--- src/rtl/aes_pkg.sv ---
// Shared AES helpers: ShiftRows row offsets, state width and byte indexing.
// Used by ShiftRows, MixColumns and the key schedule.
package aes_pkg;

  // Byte offset for row r of a state with nb columns (nb = 4, 6 or 8).
  // For nb = 8, rows 2 and 3 shift one byte further than their row number.
  function automatic int shift_off(input int nb, input int r);
    if (nb == 8 && r >= 2) begin
      return r + 1;
    end
    return r;
  endfunction

  // State width in bits for nb 32-bit columns.
  function automatic int state_w(input int nb);
    return 32 * nb;
  endfunction

  // Column-major byte index: row r, column c.
  function automatic int byte_idx(input int r, input int c);
    return r + 4 * c;
  endfunction

endpackage

--- src/rtl/aes_row_rot.sv ---
// One state row of NB bytes rotated by amt columns, left (forward ShiftRows)
// or right (InvShiftRows). Column c sits at row[8*(NB-1-c) +: 8].
module aes_row_rot #(
  parameter int NB = 4
) (
  input  logic [8*NB-1:0]         row,
  input  logic [$clog2(NB)-1:0]   amt,
  input  logic                    inv,
  output logic [8*NB-1:0]         rot
);

  // Pick each output column's source column with mod-NB wrap (NB may be 6).
  always_comb begin
    int src;
    rot = '0;
    src = 0;
    for (int c = 0; c < NB; c++) begin
      if (inv) begin
        src = (c + NB - int'(amt)) % NB;
      end else begin
        src = (c + int'(amt)) % NB;
      end
      rot[8*(NB-1-c) +: 8] = row[8*(NB-1-src) +: 8];
    end
  end

endmodule

--- src/rtl/aes_shift_rows.sv ---
// Streaming ShiftRows / InvShiftRows for an NB-column state, followed by a
// LAT-deep valid/ready register pipeline with full backpressure.
//
// Handshake: a beat moves across an interface on a rising edge where both
// valid and ready are 1. A stage loads when it is empty or the stage after it
// is loading (the last stage: when empty or out_ready=1), so in_ready is
// combinational from out_ready. Valid never drops and data/mode stay stable
// while the consumer holds ready low. flush empties every stage at the next
// edge; a beat offered alongside it is discarded.
module aes_shift_rows
  import aes_pkg::*;
#(
  parameter int NB  = 4,
  parameter int LAT = 1
) (
  input  logic             clk,
  input  logic             rst_n,
  input  logic             flush,
  input  logic             in_valid,
  output logic             in_ready,
  input  logic [32*NB-1:0] in_data,
  input  logic             in_inv,
  output logic             out_valid,
  input  logic             out_ready,
  output logic [32*NB-1:0] out_data,
  output logic             out_inv
);

  localparam int W  = state_w(NB);
  localparam int AW = $clog2(NB);

  if (!(NB == 4 || NB == 6 || NB == 8)) begin : g_nb_check
    $error("aes_shift_rows: NB must be 4, 6 or 8");
  end
  if (LAT < 1 || LAT > 4) begin : g_lat_check
    $error("aes_shift_rows: LAT must be 1..4");
  end

  logic [8*NB-1:0] row_in  [4];
  logic [8*NB-1:0] row_out [4];
  logic [W-1:0]    rot_state;

  // Split the column-major input into four rows, and reassemble the result.
  always_comb begin
    for (int r = 0; r < 4; r++) begin
      row_in[r] = '0;
    end
    rot_state = '0;
    for (int r = 0; r < 4; r++) begin
      for (int c = 0; c < NB; c++) begin
        row_in[r][8*(NB-1-c) +: 8] = in_data[8*(4*NB-1-byte_idx(r, c)) +: 8];
        rot_state[8*(4*NB-1-byte_idx(r, c)) +: 8] = row_out[r][8*(NB-1-c) +: 8];
      end
    end
  end

  // Row 0 has a zero offset, so its rotator collapses to wires.
  for (genvar r = 0; r < 4; r++) begin : g_row
    aes_row_rot #(.NB(NB)) u_rot (
      .row (row_in[r]),
      .amt (AW'(shift_off(NB, r))),
      .inv (in_inv),
      .rot (row_out[r])
    );
  end

  logic [LAT-1:0] vld;
  logic [LAT-1:0] inv_q;
  logic [W-1:0]   dat   [LAT];
  logic [LAT-1:0] load;
  logic [LAT-1:0] src_v;
  logic [LAT-1:0] src_i;
  logic [W-1:0]   src_d [LAT];

  // Load chain: stage i loads if any stage from i to the end is empty, or
  // the consumer is taking the last beat.
  always_comb begin
    logic chain;
    chain = out_ready;
    load  = '0;
    for (int i = LAT - 1; i >= 0; i--) begin
      chain   = chain || !vld[i];
      load[i] = chain;
    end
  end

  // What each stage would capture: the rotated input for stage 0, the
  // previous stage's registers otherwise.
  always_comb begin
    src_v = '0;
    src_i = '0;
    for (int i = 0; i < LAT; i++) begin
      src_d[i] = '0;
    end
    src_v[0] = in_valid;
    src_i[0] = in_inv;
    src_d[0] = rot_state;
    for (int i = 1; i < LAT; i++) begin
      src_v[i] = vld[i-1];
      src_i[i] = inv_q[i-1];
      src_d[i] = dat[i-1];
    end
  end

  // Stage valids follow the load chain; data and mode capture only on a transfer.
  always_ff @(posedge clk or negedge rst_n) begin
    if (!rst_n) begin
      vld   <= '0;
      inv_q <= '0;
      for (int i = 0; i < LAT; i++) begin
        dat[i] <= '0;
      end
    end else begin
      for (int i = 0; i < LAT; i++) begin
        if (flush) begin
          vld[i] <= 1'b0;
        end else if (load[i]) begin
          vld[i] <= src_v[i];
        end
        if (load[i] && src_v[i]) begin
          dat[i]   <= src_d[i];
          inv_q[i] <= src_i[i];
        end
      end
    end
  end

  assign in_ready  = load[0];
  assign out_valid = vld[LAT-1];
  assign out_data  = dat[LAT-1];
  assign out_inv   = inv_q[LAT-1];

endmodule

--- config.mk ---
export PLATFORM = sky130hd
export DESIGN_NAME = aes_shift_rows
export DESIGN_NICKNAME = d
export VERILOG_FILES = /design/src/rtl/aes_pkg.sv /design/src/rtl/aes_row_rot.sv /design/src/rtl/aes_shift_rows.sv
export SDC_FILE = /design/constraint.sdc
export NUM_CORES = 1
export LEC_CHECK = 0
export CAP_MARGIN = 20
export CORE_ASPECT_RATIO = 0.75
export CORE_MARGIN = 10
export CORE_UTILIZATION = 36
export DETAILED_ROUTE_END_ITERATION = 16
export GPL_ROUTABILITY_DRIVEN = 1
export GPL_TIMING_DRIVEN = 1
export PLACE_DENSITY = 0.77
export SLEW_MARGIN = 40
export SYNTH_ARGS = -nofsm -noshare
export SYNTH_HDL_FRONTEND = slang
export SYNTH_SLANG_ARGS = --single-unit
export TNS_END_PERCENT = 20
--- constraint.sdc ---
create_clock -name clk -period 2.8 [get_ports clk]
set_clock_uncertainty 0.2 [all_clocks]
set_input_delay 0.56 -clock clk [delete_from_list [all_inputs] [get_ports clk]]
set_output_delay 0.56 -clock clk [all_outputs]
set_load 0.01 [all_outputs]
Word level (Yosys, flattened, before mapping). Cells that the tools add are included.

Register bits: 130. Input port bits: 134. Output and inout port bits: 131. Word-level logic and storage cells: 25.

$add $sub $neg: 4. Shift-type cells: 8. Muxes and demuxes: 6. Reduce and logical (&&, ||, !) cells: 4.

Operator list (number): $shiftx A32 B32 Y8 (6); $shiftx A32 B6 Y8 (2); $sub A3 B29 Y29 const A (1); $sub A2 B2 Y3 const A (3); $mux W2 (4); $mux W1 (2); $reduce_bool A2 Y1 (1); $logic_and A1 B1 Y1 (1); $logic_not A1 Y1 (1); $logic_or A1 B1 Y1 (1).

Logic depth before layout (Yosys ltp). Gate-level depths: netlist of run 1.

Word-level depth: 4. Mapped depth: 6. Gate-level depth less buffers: 3.

By module. From an unflattened synthesis of run 1, not the netlist that was laid out.

Cells, all modules: 1007. Area total of the unflattened synthesis: 9292.7 um^2.

By module, submodules not included: aes_shift_rows (instances 1, cells an instance 279, area each 5272.6 um^2, seq. area each 3253.1 um^2); aes_row_rot (g_row[0].u_rot ...) (instances 3, cells an instance 182, area each 991.0 um^2, seq. area each 0.0 um^2); aes_row_rot (g_row[3].u_rot) (instances 1, cells an instance 182, area each 1047.3 um^2, seq. area each 0.0 um^2).

Least setup slack after synthesis of run 1. Ideal clock, no wire load.

Kind: input to output. Start: input port out_ready. End: output port in_ready. Data arrival time: 1125 ps. Data required time: 2040 ps. Slack: 915 ps. Cell stages on the path: 4. Buffers on the path: 3. Cell sequence: nand2b_1 > buf_2 > buf_2 > buf_2.

Word-level cells in the longest chain between the ends: 1.

RTL lines: start: declaration (RTL line aes_shift_rows.sv:24) `input logic out_ready,`; $logic_or A1 B1 Y1 (RTL line aes_shift_rows.sv:82) `chain = chain || !vld[i];`; end: declaration (RTL line aes_shift_rows.sv:20) `output logic in_ready,`.

No other way between the ends.

Worst setup path in the final report of run 1. Same ends and word-level chain as after synthesis.

==> results.md, run 1 <==
* CTS tree: built
* Most frequent cells in the layout: clkdlybuf4s50_1 (261), dfrtp_1 (130), a21oi_1 (65)
* Startpoint Class: input port
* Max-slew violation count at 0
* Endpoint class of the critical path: primary output
* Top cells by area, synth: dfrtp_1 (56%), mux2_4 (13%), mux2i_1 (11%)
* Detailed-route wire length at ~19000 µm
* Commonest non-fill, non-tap cell in the layout: clkdlybuf4s50_1
* Via count at approximately 4600
* Layout Nets at 821
* Final setup vio count at 0
* Vias per inst at slightly above 5
* Cell taking the most area after synthesis: dfrtp_1
* Switching power at approximately 0.0016 W
* Max Cap Violations at 0
* Sw Share at a little over a quarter
* First-pass GRT wire length at about 29000 µm
* Cell row count at 40
* WP data required at about 2.0 ns
* Total global-route track usage at approximately 17%
* WHS Path Cells at 1
* Finished Core Util at between 50 and 60%
* GR Overflow Total at 0
* Antenna Nets Post-Route at 0
* Critical path fanouts, max at 3
* Mapped Nets at 568
* Pint at between 0.004 and 0.005 W
* Rel. slew slack at 57.0%
* Clock Power Share at 36.5%
* Worst-Margin Slew at ~0.65 ns
* RSZ-0062 raised after global routing: false
* Placer Congestion at around 0.85
* DR WL/cell at 20.6 µm
* # DRC at 0
* Netlist Area Pre-Place at ~5800 µm²
* Die ar. at 21700 µm²
* FF-to-FF path depth at 4
* Die Y at ~130 µm
* Area growth from synthesis to layout at 58.8%
* Post-synthesis sequential area ratio at around 56%
* Final Hold Viols at 0
* Top Ports at 265
* Layout cells sized above 1 at 16.3%
* Synth warn at 0
* Final Cycle Share at 91.2%
* CTS Hold Bufs at 1
* DR iter-0 viols at 354
* Vias in the first global route at between 4000 and 5000
* Logic pwr share at 24.4%
* Critical path class: input port to primary output
* Max Fclk at 391 MHz
* Starting Density at 36.5%
* Leakage at between 3 and 4 nW
* Clk_lat worst skew at roughly 0.40 ns
* Pwr dens at about 630 nW/µm²
* Setup tns final at 0 ns
* Syn Inst Count at 434
* Yosys cell types at 14
* Fillcell total at between 1000 and 1500
* Mapped Avg Cell Area at roughly 13 µm²
* H-tree Lvls at 4
* Core area at 15900 µm²
* CP arrival at 1.79 ns
* CTS buffer count at 17
* Tmin final at about 2.6 ns
* Seq pwr share at between 30% and 40%
* Largest net degree at the start of global routing at between 100 and 150
* Clock slew at reported path FFs at approximately 0.06 ns
* Post-CTS Setup Inserts at 0
* Yosys reg bits at 130
* Initial antenna violation count at 0
* HP Class: flip-flop to flip-flop
* Overall Power at slightly below 0.006 W
* Clock tree buffer depth at 2
* Status: completed
* Root Driver: clkbuf_16
* Die width at between 150 and 200 µm
* Area share of the largest cell type after synthesis at between 50% and 60%
* Port buffer count at between 200 and 300
* Peak supply drop at around 340 µV
* Drt first pass iters at 4
* CTS sink cnt at 130
* DP HPWL at ~14000 µm
* Post-CTS resize count at 0
[metrics by stage]
| stage | hold WS (ns) | setup slack [ns] | cell area (µm²) | instances |
|---|---|---|---|---|
| 2_1_floorplan | 0.0644 | 0.915 | 5810 | 434 |
| 3_3_place_gp | 0.287 | 0.256 | 8640 | 877 |
| 3_5_place_dp | 0.295 | 0.261 | 8640 | 877 |
| 4_1_cts | 0.308 | 0.241 | 9220 | 910 |
| 5_1_grt | 0.317 | 0.200 | 9220 | 910 |
| 6_report | 0.305 | 0.246 | 9220 | 911 |
[final cells by class]
class                      count  area (µm²)  share of cell area (%)
clock inverter                14         129                    1.40
multi-input combinational    260        2310                    25.1
sequential                   130        3250                    35.3
timing repair buffer         277        2820                    30.6
tap                          210         263                    2.85
inverter                       1        3.75                  0.0407
clock buffer                  18         439                    4.76
antenna                        1        2.50                  0.0271
[critical path, cell delays in order]
cell	delay (ns)
clkdlybuf4s50_1	0.47
nand2b_4	0.16
clkdlybuf4s50_1	0.60
[registers in the layout, summed over array words and instances (netlist names)]
| signal | count |
|---|---|
| out_data | 128 |
| out_inv | 1 |
| out_valid | 1 |
[power by group through the flow]
stage | sequential, W | clock, W | combinational (W)
floorplan | 0.00239 | 0 | 0.000448
global placement | 0.00227 | 0 | 0.00139
detailed placement | 0.00229 | 0 | 0.00142
CTS | 0.00226 | 0.00216 | 0.00143
global route | 0.00229 | 0.00226 | 0.00150
finish | 0.00226 | 0.00211 | 0.00141
[path summary, 6_finish.rpt]
path,start,to,slack [ns]
max,out_ready,in_ready,0.25
min,out_data[123]$_DFFE_PN0P_,out_data[123]$_DFFE_PN0P_,0.30
max reg2reg,out_valid$_DFFE_PN0P_,out_data[107]$_DFFE_PN0P_,1.10
min reg2reg,out_data[123]$_DFFE_PN0P_,out_data[123]$_DFFE_PN0P_,0.30
max in group asynchronous,rst_n,out_data[46]$_DFFE_PN0P_,0.91
min in group asynchronous,rst_n,out_data[66]$_DFFE_PN0P_,0.57
[cells in the mapped netlist]
cell type and number:
a21oi_1 65, dfrtp_1 130, inv_1 1, buf_4 2, nand2b_1 1, buf_2 17
mux2i_1 64, a31oi_1 64, buf_8 5, clkbuf_1 18, buf_6 1, nand2_1 1
mux2_2 15, mux2_4 50
[per-layer routing]
layer	wire length [µm]	global-route usage, %	vias to the layer above
met5	0	0	-
met4	349	5.36	0
met3	1740	8.26	21
met2	8930	27.5	196
met1	7750	19.2	2262
li1	-	-	2137
[cells by family after synthesis]
family	share of synthesized area [%]
muxes	26.9
AOI/OAI and AO/OA	12.5
and+or+nand+nor	0.172
buffers and inverters	4.44
DFF	56.0
Power figures use the tool's default switching activity.
==> inputs of run 2 (changes only) <==
--- a/config.mk
+++ b/config.mk
@@ -14,3 +14,3 @@
 export GPL_TIMING_DRIVEN = 1
-export PLACE_DENSITY = 0.77
+export PLACE_DENSITY = 0.69
 export SLEW_MARGIN = 40
@@ -18,2 +18,3 @@
 export SYNTH_HDL_FRONTEND = slang
+export SYNTH_HIERARCHICAL = 1
 export SYNTH_SLANG_ARGS = --single-unit
--- a/constraint.sdc
+++ b/constraint.sdc
@@ -4,2 +4,2 @@
 set_output_delay 0.56 -clock clk [all_outputs]
-set_load 0.01 [all_outputs]
+set_load 0.05 [all_outputs]
==> run 2 against run 1 <==
Effect of this change:
- final area grew 39%
- critical path depth decreased by 2
- synthesized area grew 60%
- largest cell class is now multi-input combinational cells
- largest power group is now combinational logic
==> results.md, run 2 <==
* Area growth from synthesis to layout at 37.8%
* Critical path class: flip-flop to primary output
* Sw Share at around two fifths
* Status: completed
* Initial antenna violation count at 0
* Largest family of logic cells by synthesized area: multiplexers
* Post-CTS Setup Inserts at 0
* Mux cell area share after synthesis at about a fifth
* Tmin final at about 2.4 ns
* Cell taking the most area after synthesis: dfrtp_1
* Port buffer count at 264
* # DRC at 0
* Root Driver: clkbuf_16
* DP Worst Slack at between 0.3 and 0.4 ns
* Area share of the largest cell type after synthesis at between 30% and 40%
* Layout Nets at around 1400
* Seq pwr share at roughly 29%
* Setup WS post-layout at roughly 0.36 ns
* CTS tree: built
* Critical path fanouts, max at 2
* Top cells by area, synth: dfrtp_1 (35%), mux2_4 (16%), a211oi_1 (10%)
* Cell Chain, Critical Path: clkdlybuf4s50_1
* Endpoint class of the critical path: primary output
* Peak supply drop at ~500 µV
* Crit path buffers/inverters at 1
* Post-synth ARST share at 100%
* Yosys reg bits at between 100 and 150
* Largest net degree at the start of global routing at 65
* Pwr dens at 664 nW/µm²
* Placer Congestion at 0.839
* Starting Density at between 30% and 40%
* DP HPWL at 20700 µm
* Synth warn at 6
* H-tree Lvls at 4
* Antenna diodes at 0
* Worst path slowest cell: clkdlybuf4s50_1
* Post-synthesis compound-gate area fraction at a little under a fifth
* CTS sink cnt at 130
* Clock Power Share at about 28%
* Clock slew at reported path FFs at roughly 0.060 ns
* Fin Hold WS at approximately 0.3 ns
* Layout cells sized above 1 at 15.4%
* Die ar. at around 33000 µm²
* Startpoint Class: flip-flop
* Logic pwr share at between 40% and 50%
* First-pass GRT wire length at between 40000 and 50000 µm
* Ys flop type: dfrtp_1
* Final Hold Viols at 0
* Clock tree buffer depth at 2
* Max Fclk at 410 MHz
* Die Y at 159 µm
* Pint at about 0.0052 W
* Max Cap Violations at 0
* Commonest non-fill, non-tap cell in the layout: clkdlybuf4s50_1
* Crit-path max cell delay at about 0.85 ns
* WP data required at 2.04 ns
* Netlist Area Pre-Place at just over 9000 µm²
* Final setup vio count at 0
* Rel. slew slack at around three fifths
* RSZ-0062 raised after global routing: false
* Drt first pass iters at 5
* Core area at roughly 25000 µm²
* Top Ports at 265
* CP arrival at roughly 1.7 ns
* HP Class: flip-flop to flip-flop
* Total global-route track usage at between 10% and 20%
* Post-synth EDFFs at 0
* DR iter-0 viols at between 500 and 600
* Worst-Margin Slew at 0.603 ns
* Crit path max-delay family: buffers and inverters
* Most frequent cells in the layout: clkdlybuf4s50_1 (262), nand2_1 (256), dfrtp_1 (130)
* Syn Inst Count at 1007
* XOR/XNOR Fraction of Synth Area at 0.916%
* Largest register FFs at 128
* Antenna Nets Post-Route at 0
* Most frequent cell after synthesis: nand2_1
* Mapped Avg Cell Area at about 9.2 µm²
* CTS buffer count at 17
* Cell row count at 50
* Post-synthesis adder-cell area fraction at 0%
* GR Overflow Total at 0
* Leakage at approximately 5.2 nW
* Vias per inst at 5.35
* Max-slew violation count at 0
* Vias in the first global route at roughly 8200
* Die width at between 200 and 250 µm
* Post-synthesis simple-gate area fraction at between 10% and 20%
* Synth cell count leaders: nand2_1 (256), dfrtp_1 (130), a211oi_1 (128), a31oi_1 (128), nor2b_1 (127)
* Switching power at ~0.0033 W
* Post-synthesis sequential area ratio at between 30% and 40%
* Via count at roughly 8500
* DR WL/cell at ~18 µm
* Yosys cell types at 21
* Setup tns final at 0 ns
* Detailed-route wire length at 29100 µm
* Final Cycle Share at between 80% and 90%
* Finished Core Util at 50.8%
* Clk_lat worst skew at approximately 0.42 ns
==> run 2: changes by cell type after synthesis, moves of 51 or more <==
cell / previous run / this run
nor2b_1: 0 / 127
mux2i_1: 64 / 0
a21oi_1: 65 / 1
nand2_1: 1 / 256
a31oi_1: 64 / 128
a211oi_1: 0 / 128
mux2_4: 50 / 101
==> run 2: power groups by stage <==
stage	clock network, W	logic, W	registers [W]
floorplan	0	0.00117	0.00364
detailed placement	0	0.00361	0.00248
global placement	0	0.00357	0.00249
CTS	0.00250	0.00362	0.00246
finish	0.00242	0.00362	0.00246
global route	0.00257	0.00383	0.00250
==> run 2: cells by family after synthesis <==
group | Yosys count
buffers and inverters | 95
AO/OA/AOI/OAI | 257
XOR/XNOR | 8
other | 2
multiplexers | 129
AND/OR/NAND/NOR | 386
flip-flops | 130
==> run 2: metal layers <==
metal  GRT usage, %  part of all wire [%]  up-vias  wire length [µm]
met5              0                     0        -                 0
met1           23.8                    46     4100             13500
met2           25.8                    45      296             13000
li1               -                     -     4040                 -
met4           3.97                   1.2        0               359
met3           5.56                   7.8       23              2270
==> run 2: cell type report <==
cell class	count	area, µm²
clock buffers	22	474
clock inverters	9	154
fillers	2266	12400
inverters	1	3.75
multi-input cells	796	5590
flip-flops and latches	130	3250
well taps	338	423
repair buffers	286	2910
==> run 2: path summary, 6_finish.rpt <==
| path | startpoint | end | slack (ns) | cells past startpoint |
|---|---|---|---|---|
| hold / removal | out_data[3]$_DFFE_PN0P_ | out_data[3]$_DFFE_PN0P_ | 0.30 | 1 |
| max in group asynchronous | rst_n | out_data[60]$_DFFE_PN0P_ | 1.20 | 3 |
| setup reg to reg | out_valid$_DFFE_PN0P_ | out_data[25]$_DFFE_PN0P_ | 1.03 | 4 |
| min in group asynchronous | rst_n | out_data[37]$_DFFE_PN0P_ | 0.48 | 2 |
| hold reg to reg | out_data[3]$_DFFE_PN0P_ | out_data[3]$_DFFE_PN0P_ | 0.30 | 1 |
| setup / recovery | out_data[61]$_DFFE_PN0P_ | out_data[61] | 0.36 | 1 |
==> run 2: metrics by stage <==
stage,std cells,area (µm²),power [W]
after floorplan,1021,9350,0.00481
after global placement,1550,12200,0.00606
after detailed placement,1550,12200,0.00608
after CTS,1582,12800,0.00857
after global routing,1582,12800,0.00890
final,1582,12800,0.00850
==> run 2: repair_timing <==
action	in CTS	in global routing
gates resized for setup	0	0
hold buffers	1	0
endpoints found under the hold margin	53	0
